<file path="src/rtl/alu_issue_r32.sv">
// alu_issue_r32: single-issue RV32 front end for an external combinational ALU.
// It accepts one instruction, reads operands from a local 32-entry register
// file, waits one cycle for the ALU, then writes the result back. Instructions
// are strictly serialised (IDLE -> DECODE -> EXEC -> WB), so no forwarding is needed.
module alu_issue_r32 #(
  parameter int unsigned INSTR_LENGTH = 32
) (
  input  logic                    clk,
  input  logic                    rst,
  input  logic                    instr_valid,
  input  logic [INSTR_LENGTH-1:0] instr,
  output logic                    instr_ready,
  output logic [INSTR_LENGTH-1:0] alu_data1,
  output logic [INSTR_LENGTH-1:0] alu_data2,
  output logic [INSTR_LENGTH-1:0] alu_op,
  input  logic [INSTR_LENGTH-1:0] alu_result,
  output logic                    wb_valid,
  output logic [4:0]              wb_rd,
  output logic [INSTR_LENGTH-1:0] wb_data,
  output logic                    illegal,
  input  logic [4:0]              dbg_raddr,
  output logic [INSTR_LENGTH-1:0] dbg_rdata
);

  typedef enum logic [1:0] {
    IDLE   = 2'd0,
    DECODE = 2'd1,
    EXEC   = 2'd2,
    WB     = 2'd3
  } state_t;

  state_t                  state_q, state_d;
  logic [INSTR_LENGTH-1:0] instr_q, instr_d;
  logic [INSTR_LENGTH-1:0] alu_data1_q, alu_data1_d;
  logic [INSTR_LENGTH-1:0] alu_data2_q, alu_data2_d;
  logic [INSTR_LENGTH-1:0] alu_op_q, alu_op_d;
  logic [INSTR_LENGTH-1:0] wb_data_q, wb_data_d;
  logic [4:0]              wb_rd_q, wb_rd_d;
  logic                    wb_valid_q, wb_valid_d;
  logic                    illegal_q, illegal_d;
  logic [INSTR_LENGTH-1:0] rf_q [32];

  // Instruction field decode of the latched word
  logic [6:0]              opcode;
  logic [2:0]              funct3;
  logic [6:0]              funct7;
  logic [4:0]              rs1;
  logic [4:0]              rs2;
  logic                    is_itype;
  logic                    is_rtype;
  logic [INSTR_LENGTH-1:0] imm_sext;

  assign opcode   = instr_q[6:0];
  assign funct3   = instr_q[14:12];
  assign funct7   = instr_q[31:25];
  assign rs1      = instr_q[19:15];
  assign rs2      = instr_q[24:20];
  assign imm_sext = {{(INSTR_LENGTH-12){instr_q[31]}}, instr_q[31:20]};

  // Supported subset: ADDI/SLTI/ANDI and ADD/SUB
  assign is_itype = (opcode == 7'b0010011) &&
                    ((funct3 == 3'b000) || (funct3 == 3'b010) || (funct3 == 3'b111));
  assign is_rtype = (opcode == 7'b0110011) && (funct3 == 3'b000) &&
                    ((funct7 == 7'b0000000) || (funct7 == 7'b0100000));

  // Handshake is masked during reset so no transfer can appear accepted
  assign instr_ready = (state_q == IDLE) && rst;
  assign alu_data1   = alu_data1_q;
  assign alu_data2   = alu_data2_q;
  assign alu_op      = alu_op_q;
  assign wb_valid    = wb_valid_q;
  assign wb_rd       = wb_rd_q;
  assign wb_data     = wb_data_q;
  assign illegal     = illegal_q;
  assign dbg_rdata   = (dbg_raddr == 5'd0) ? '0 : rf_q[dbg_raddr];

  // State register
  always_ff @(posedge clk or negedge rst) begin
    if (!rst) begin
      state_q <= IDLE;
    end else begin
      state_q <= state_d;
    end
  end

  // Next-state and datapath next values; everything holds unless a state updates it
  always_comb begin
    state_d     = state_q;
    instr_d     = instr_q;
    alu_data1_d = alu_data1_q;
    alu_data2_d = alu_data2_q;
    alu_op_d    = alu_op_q;
    wb_data_d   = wb_data_q;
    wb_rd_d     = wb_rd_q;
    wb_valid_d  = 1'b0;
    illegal_d   = 1'b0;
    case (state_q)
      IDLE: begin
        if (instr_valid) begin
          instr_d = instr;
          state_d = DECODE;
        end
      end
      DECODE: begin
        if (is_itype || is_rtype) begin
          alu_data1_d = (rs1 == 5'd0) ? '0 : rf_q[rs1];
          alu_data2_d = is_rtype ? ((rs2 == 5'd0) ? '0 : rf_q[rs2]) : imm_sext;
          alu_op_d    = instr_q;
          state_d     = EXEC;
        end else begin
          illegal_d = 1'b1;
          state_d   = IDLE;
        end
      end
      EXEC: begin
        wb_data_d  = alu_result;
        wb_rd_d    = instr_q[11:7];
        wb_valid_d = 1'b1;
        state_d    = WB;
      end
      WB: begin
        state_d = IDLE;
      end
      default: begin
        state_d = IDLE;
      end
    endcase
  end

  // Datapath registers
  always_ff @(posedge clk or negedge rst) begin
    if (!rst) begin
      instr_q     <= '0;
      alu_data1_q <= '0;
      alu_data2_q <= '0;
      alu_op_q    <= '0;
      wb_data_q   <= '0;
      wb_rd_q     <= '0;
      wb_valid_q  <= 1'b0;
      illegal_q   <= 1'b0;
    end else begin
      instr_q     <= instr_d;
      alu_data1_q <= alu_data1_d;
      alu_data2_q <= alu_data2_d;
      alu_op_q    <= alu_op_d;
      wb_data_q   <= wb_data_d;
      wb_rd_q     <= wb_rd_d;
      wb_valid_q  <= wb_valid_d;
      illegal_q   <= illegal_d;
    end
  end

  // Register file: written at the closing edge of WB; x0 is never written
  always_ff @(posedge clk or negedge rst) begin
    if (!rst) begin
      for (int unsigned i = 0; i < 32; i++) begin
        rf_q[i] <= '0;
      end
    end else if ((state_q == WB) && (wb_rd_q != 5'd0)) begin
      rf_q[wb_rd_q] <= wb_data_q;
    end
  end

endmodule

</file>
<file path="config.mk">
export PLATFORM = sky130hd
export DESIGN_NAME = alu_issue_r32
export DESIGN_NICKNAME = d
export VERILOG_FILES = /design/src/rtl/alu_issue_r32.sv
export SDC_FILE = /design/constraint.sdc
export NUM_CORES = 2
export LEC_CHECK = 0
export BUFFER_PORTS_ARGS = -buffer_cell sky130_fd_sc_hd__clkbuf_2
export CORE_ASPECT_RATIO = 2
export CORE_UTILIZATION = 55
export CTS_CLUSTER_DIAMETER = 40
export DETAILED_ROUTE_END_ITERATION = 16
export PLACE_DENSITY = 0.72
export RECOVER_POWER = 25
export SLEW_MARGIN = 20
export SYNTH_ARGS = -nofsm -noshare
export SYNTH_HDL_FRONTEND = slang
export SYNTH_SLANG_ARGS = --single-unit
export TNS_END_PERCENT = 30
</file>
<file path="constraint.sdc">
create_clock -name clk -period 3.7 [get_ports clk]
set_input_delay 0.74 -clock clk [delete_from_list [all_inputs] [get_ports clk]]
set_output_delay 0.74 -clock clk [all_outputs]
set_load 0.05 [all_outputs]
</file>
==> results.yml <==
run_status:
  run_status: "finished with violations"
  violations: "max-capacitance violations, max-slew violations, negative setup slack"
worst_setup_path:
  critical_path.endpoint: "dbg_rdata[1]"
  critPathArrivalTime_ns: 2.98
  endpoint_kind: "primary output"
  r2r_setup_slack_ns: 0.50
  cp.required_ns: 2.96
  critPathLaunchType: "input port"
  r2r_cells: 6
  r2r_end: "alu_data1[9]"
  cp_max_fo: 19
  crit_start: "dbg_raddr[0]"
  criticalPathCategory: "input port to primary output"
  r2r-start: "instr_q[25]"
pwr:
  ir_drop_uv: 414
  p_per_area_mw_per_mm2: 425
  leakagePower_nw: 34.5
grt:
  grt_max_degree: 146
  grtUsageTotal: 0.369
  grt_use_met1: 0.461
  grt_pass1_wl_um: 330000
  antenna_found_initial: 11
  grt_pass1_vias: 47356
  grt_use_met3: 0.0829
  busiest_layer: "met2"
  grt.met2_usage: 0.581
  grt_overflow: 0
placement:
  dp_slack_ns: -0.0631
  routabilityCongestion: 0.884
  portBuffers: 239
  hpwl_um: 140000
clocking:
  cts_tree: "yes"
  h-tree-depth: 4
  insertion_delay_ns: 0.78
  clk_pin_slew_ns: 0.06
  cts_buffers: 134
  clock_sinks: 1193
  clock_path_buffers: 3
  hold_buffers: 0
  ctsRootBufferMaster: "clkbuf_16"
timing:
  drv_slew: 821
  fmax_ghz: 0.268
  timing.final.crit_share: 1.01
  worstMarginPinSlew_ns: 2.95
  grt_setup_unrepaired: "true"
  skew_ns: 0.0306
  hold_viol_final: 0
  hold_ws_ns: 0.185
  finalSetupViolations: 3
  min_period_ns: 3.72
  relSlewSlack: -0.968
  setup_slack_ns: -0.0246
synthesis:
  yosysMostFrequentCell: "dfrtp_1"
  synth_nets: 4405
  synth_common_cells: "dfrtp_1 (1,193), mux2_2 (1,098), mux4_2 (883), clkbuf_1 (329), nand2_1 (154)"
  synth_warnings: 0
  ys.flop_type: "dfrtp_1"
  yosys.area.top_type_share: 0.440
  async_flop_share: 1.00
  yosysTopAreaCell: "dfrtp_1"
  ys_seq_area_frac: 0.440
  synth_seq_cells: 1193
  netlist_area_mm2: 0.0678
  synth-edff-count: 0
  synth_area_per_cell_um2: 15.7
  synthCells: 4333
  synth.area.top_cells: "dfrtp_1 (44%), mux4_2 (29%), mux2_2 (18%), clkbuf_1 (1.8%), nand2_1 (0.85%)"
  yosysUniqueCellTypes: 49
die:
  die_area_mm2: 0.125
  dieHeight_um: 499
  dieWidth_um: 250
  initial_core_util: 0.557
  core_area_mm2: 0.122
  rows: 181
  io_pins: 240
worst_hold_path:
  hold_path_class: "input port to flop"
route:
  drtIter0Drc: 5108
  drt_pass1_iterations: 5
  drc: 0
  dr_total_vias: 45650
  wl_per_cell_um: 36.5
  routed_wl_um: 224000
  viasPerCell: 7.44
  ant_nets: 0
flow_run:
  cap_violations: 10
final_layout:
  nets: 4538
  area_growth_pct: 13.6
  layout-drive-gt1-share: 0.602
  fillers: 8798
==> sequential cells by signal, summed over array words and instances, names as in the netlist, named ones only <==
| register | cells |
|---|---|
| rf_q | 1024 |
| alu_data1 | 32 |
| alu_data2 | 32 |
| alu_op | 32 |
| instr_q | 32 |
| wb_data | 32 |
| wb_rd | 5 |
| illegal | 1 |
| state_q | 1 |
| wb_valid | 1 |
==> area by class of cell <==
type	count	area (um2)	area share
multi-input combinational	2602	36100	0.469
sequential	1193	29900	0.388
timing repair buffer	497	4230	0.0549
clock buffer	175	3770	0.0489
tap	1555	1950	0.0253
clock inverter	68	918	0.0119
inverter	38	143	0.00185
antenna	5	12.5	0.000162
==> metal layers <==
layer  wire length (um)  part of all wire
met5                 54           0.00024
met4              16800             0.075
met3              21500             0.096
met2             108000              0.48
met1              77500              0.35
==> metrics by stage <==
stage	setup TNS (ns)	instance area [um2]	instances	util	total power, mW
detailed placement	-0.0891	72400	5876	0.594	18.6
floorplan	-5.35	67800	4333	-	16.6
global route	-0.231	77000	6129	0.632	33.6
global placement	-0.0474	72300	5876	0.594	18.6
CTS	-0.0315	77000	6119	0.632	32.9
finish	-0.0501	77000	6133	0.632	32.7
==> worst min path at each step <==
stage,from,endpoint,slack [ns],cells past startpoint
2_1_floorplan,rst,async pin,0.44,0
3_3_place_gp,rf_q[996],rf_q[996],0.39,0
3_5_place_dp,rf_q[996],rf_q[996],0.39,0
4_1_cts,rst,rf_q[464],0.12,2
5_1_grt,alu_result[0],wb_data[0],0.18,2
6_report,alu_result[0],wb_data[0],0.19,2
==> power breakdown <==
part           switching, mW  internal [mW]  total, mW
clock                   5.92           8.41       14.3
combinational           3.11           1.63       4.74
sequential             0.440           13.2       13.7
==> cells in the final DEF (no fill, tap or decap), types with 25 or more instances in the layout <==
master        n
clkbuf_16   137
mux4_2      883
nor2b_1      28
a221o_1      32
o22ai_1      67
buf_4       158
nor2_1       57
dfrtp_1    1185
clkbuf_1     28
o21ai_0      35
o211ai_1     25
a21oi_1      49
inv_1        38
clkbuf_2    223
mux2i_1      41
nand2_1     146
buf_12       82
mux2_2     1098
==> what timing repair did <==
action                     CTS  global route
setup endpoints to repair    4            16
buffers inserted             0             9
gates resized for setup      3            22
pin swaps                    0             0
==> worst max-delay path: stages <==
cell	delay, ns
buf_8	0.23
buf_12	0.26
mux4_2	0.53
mux4_2	0.48
inv_1	0.11
o21ai_0	0.17
buf_4	0.21
clkbuf_2	0.23
==> logic make-up (layout without fill, tap and decap cells) <==
kind of cell / after synthesis / in the layout / synth area share
AOI/OAI and AO/OA: 251 / 251 / 0.0245
buffers and inverters: 538 / 778 / 0.0315
DFF: 1193 / 1193 / 0.440
muxes: 2025 / 2025 / 0.482
other: 0 / 5 / 0
and+or+nand+nor: 326 / 326 / 0.0217
Note: power is estimated with default switching activity, not from simulation.
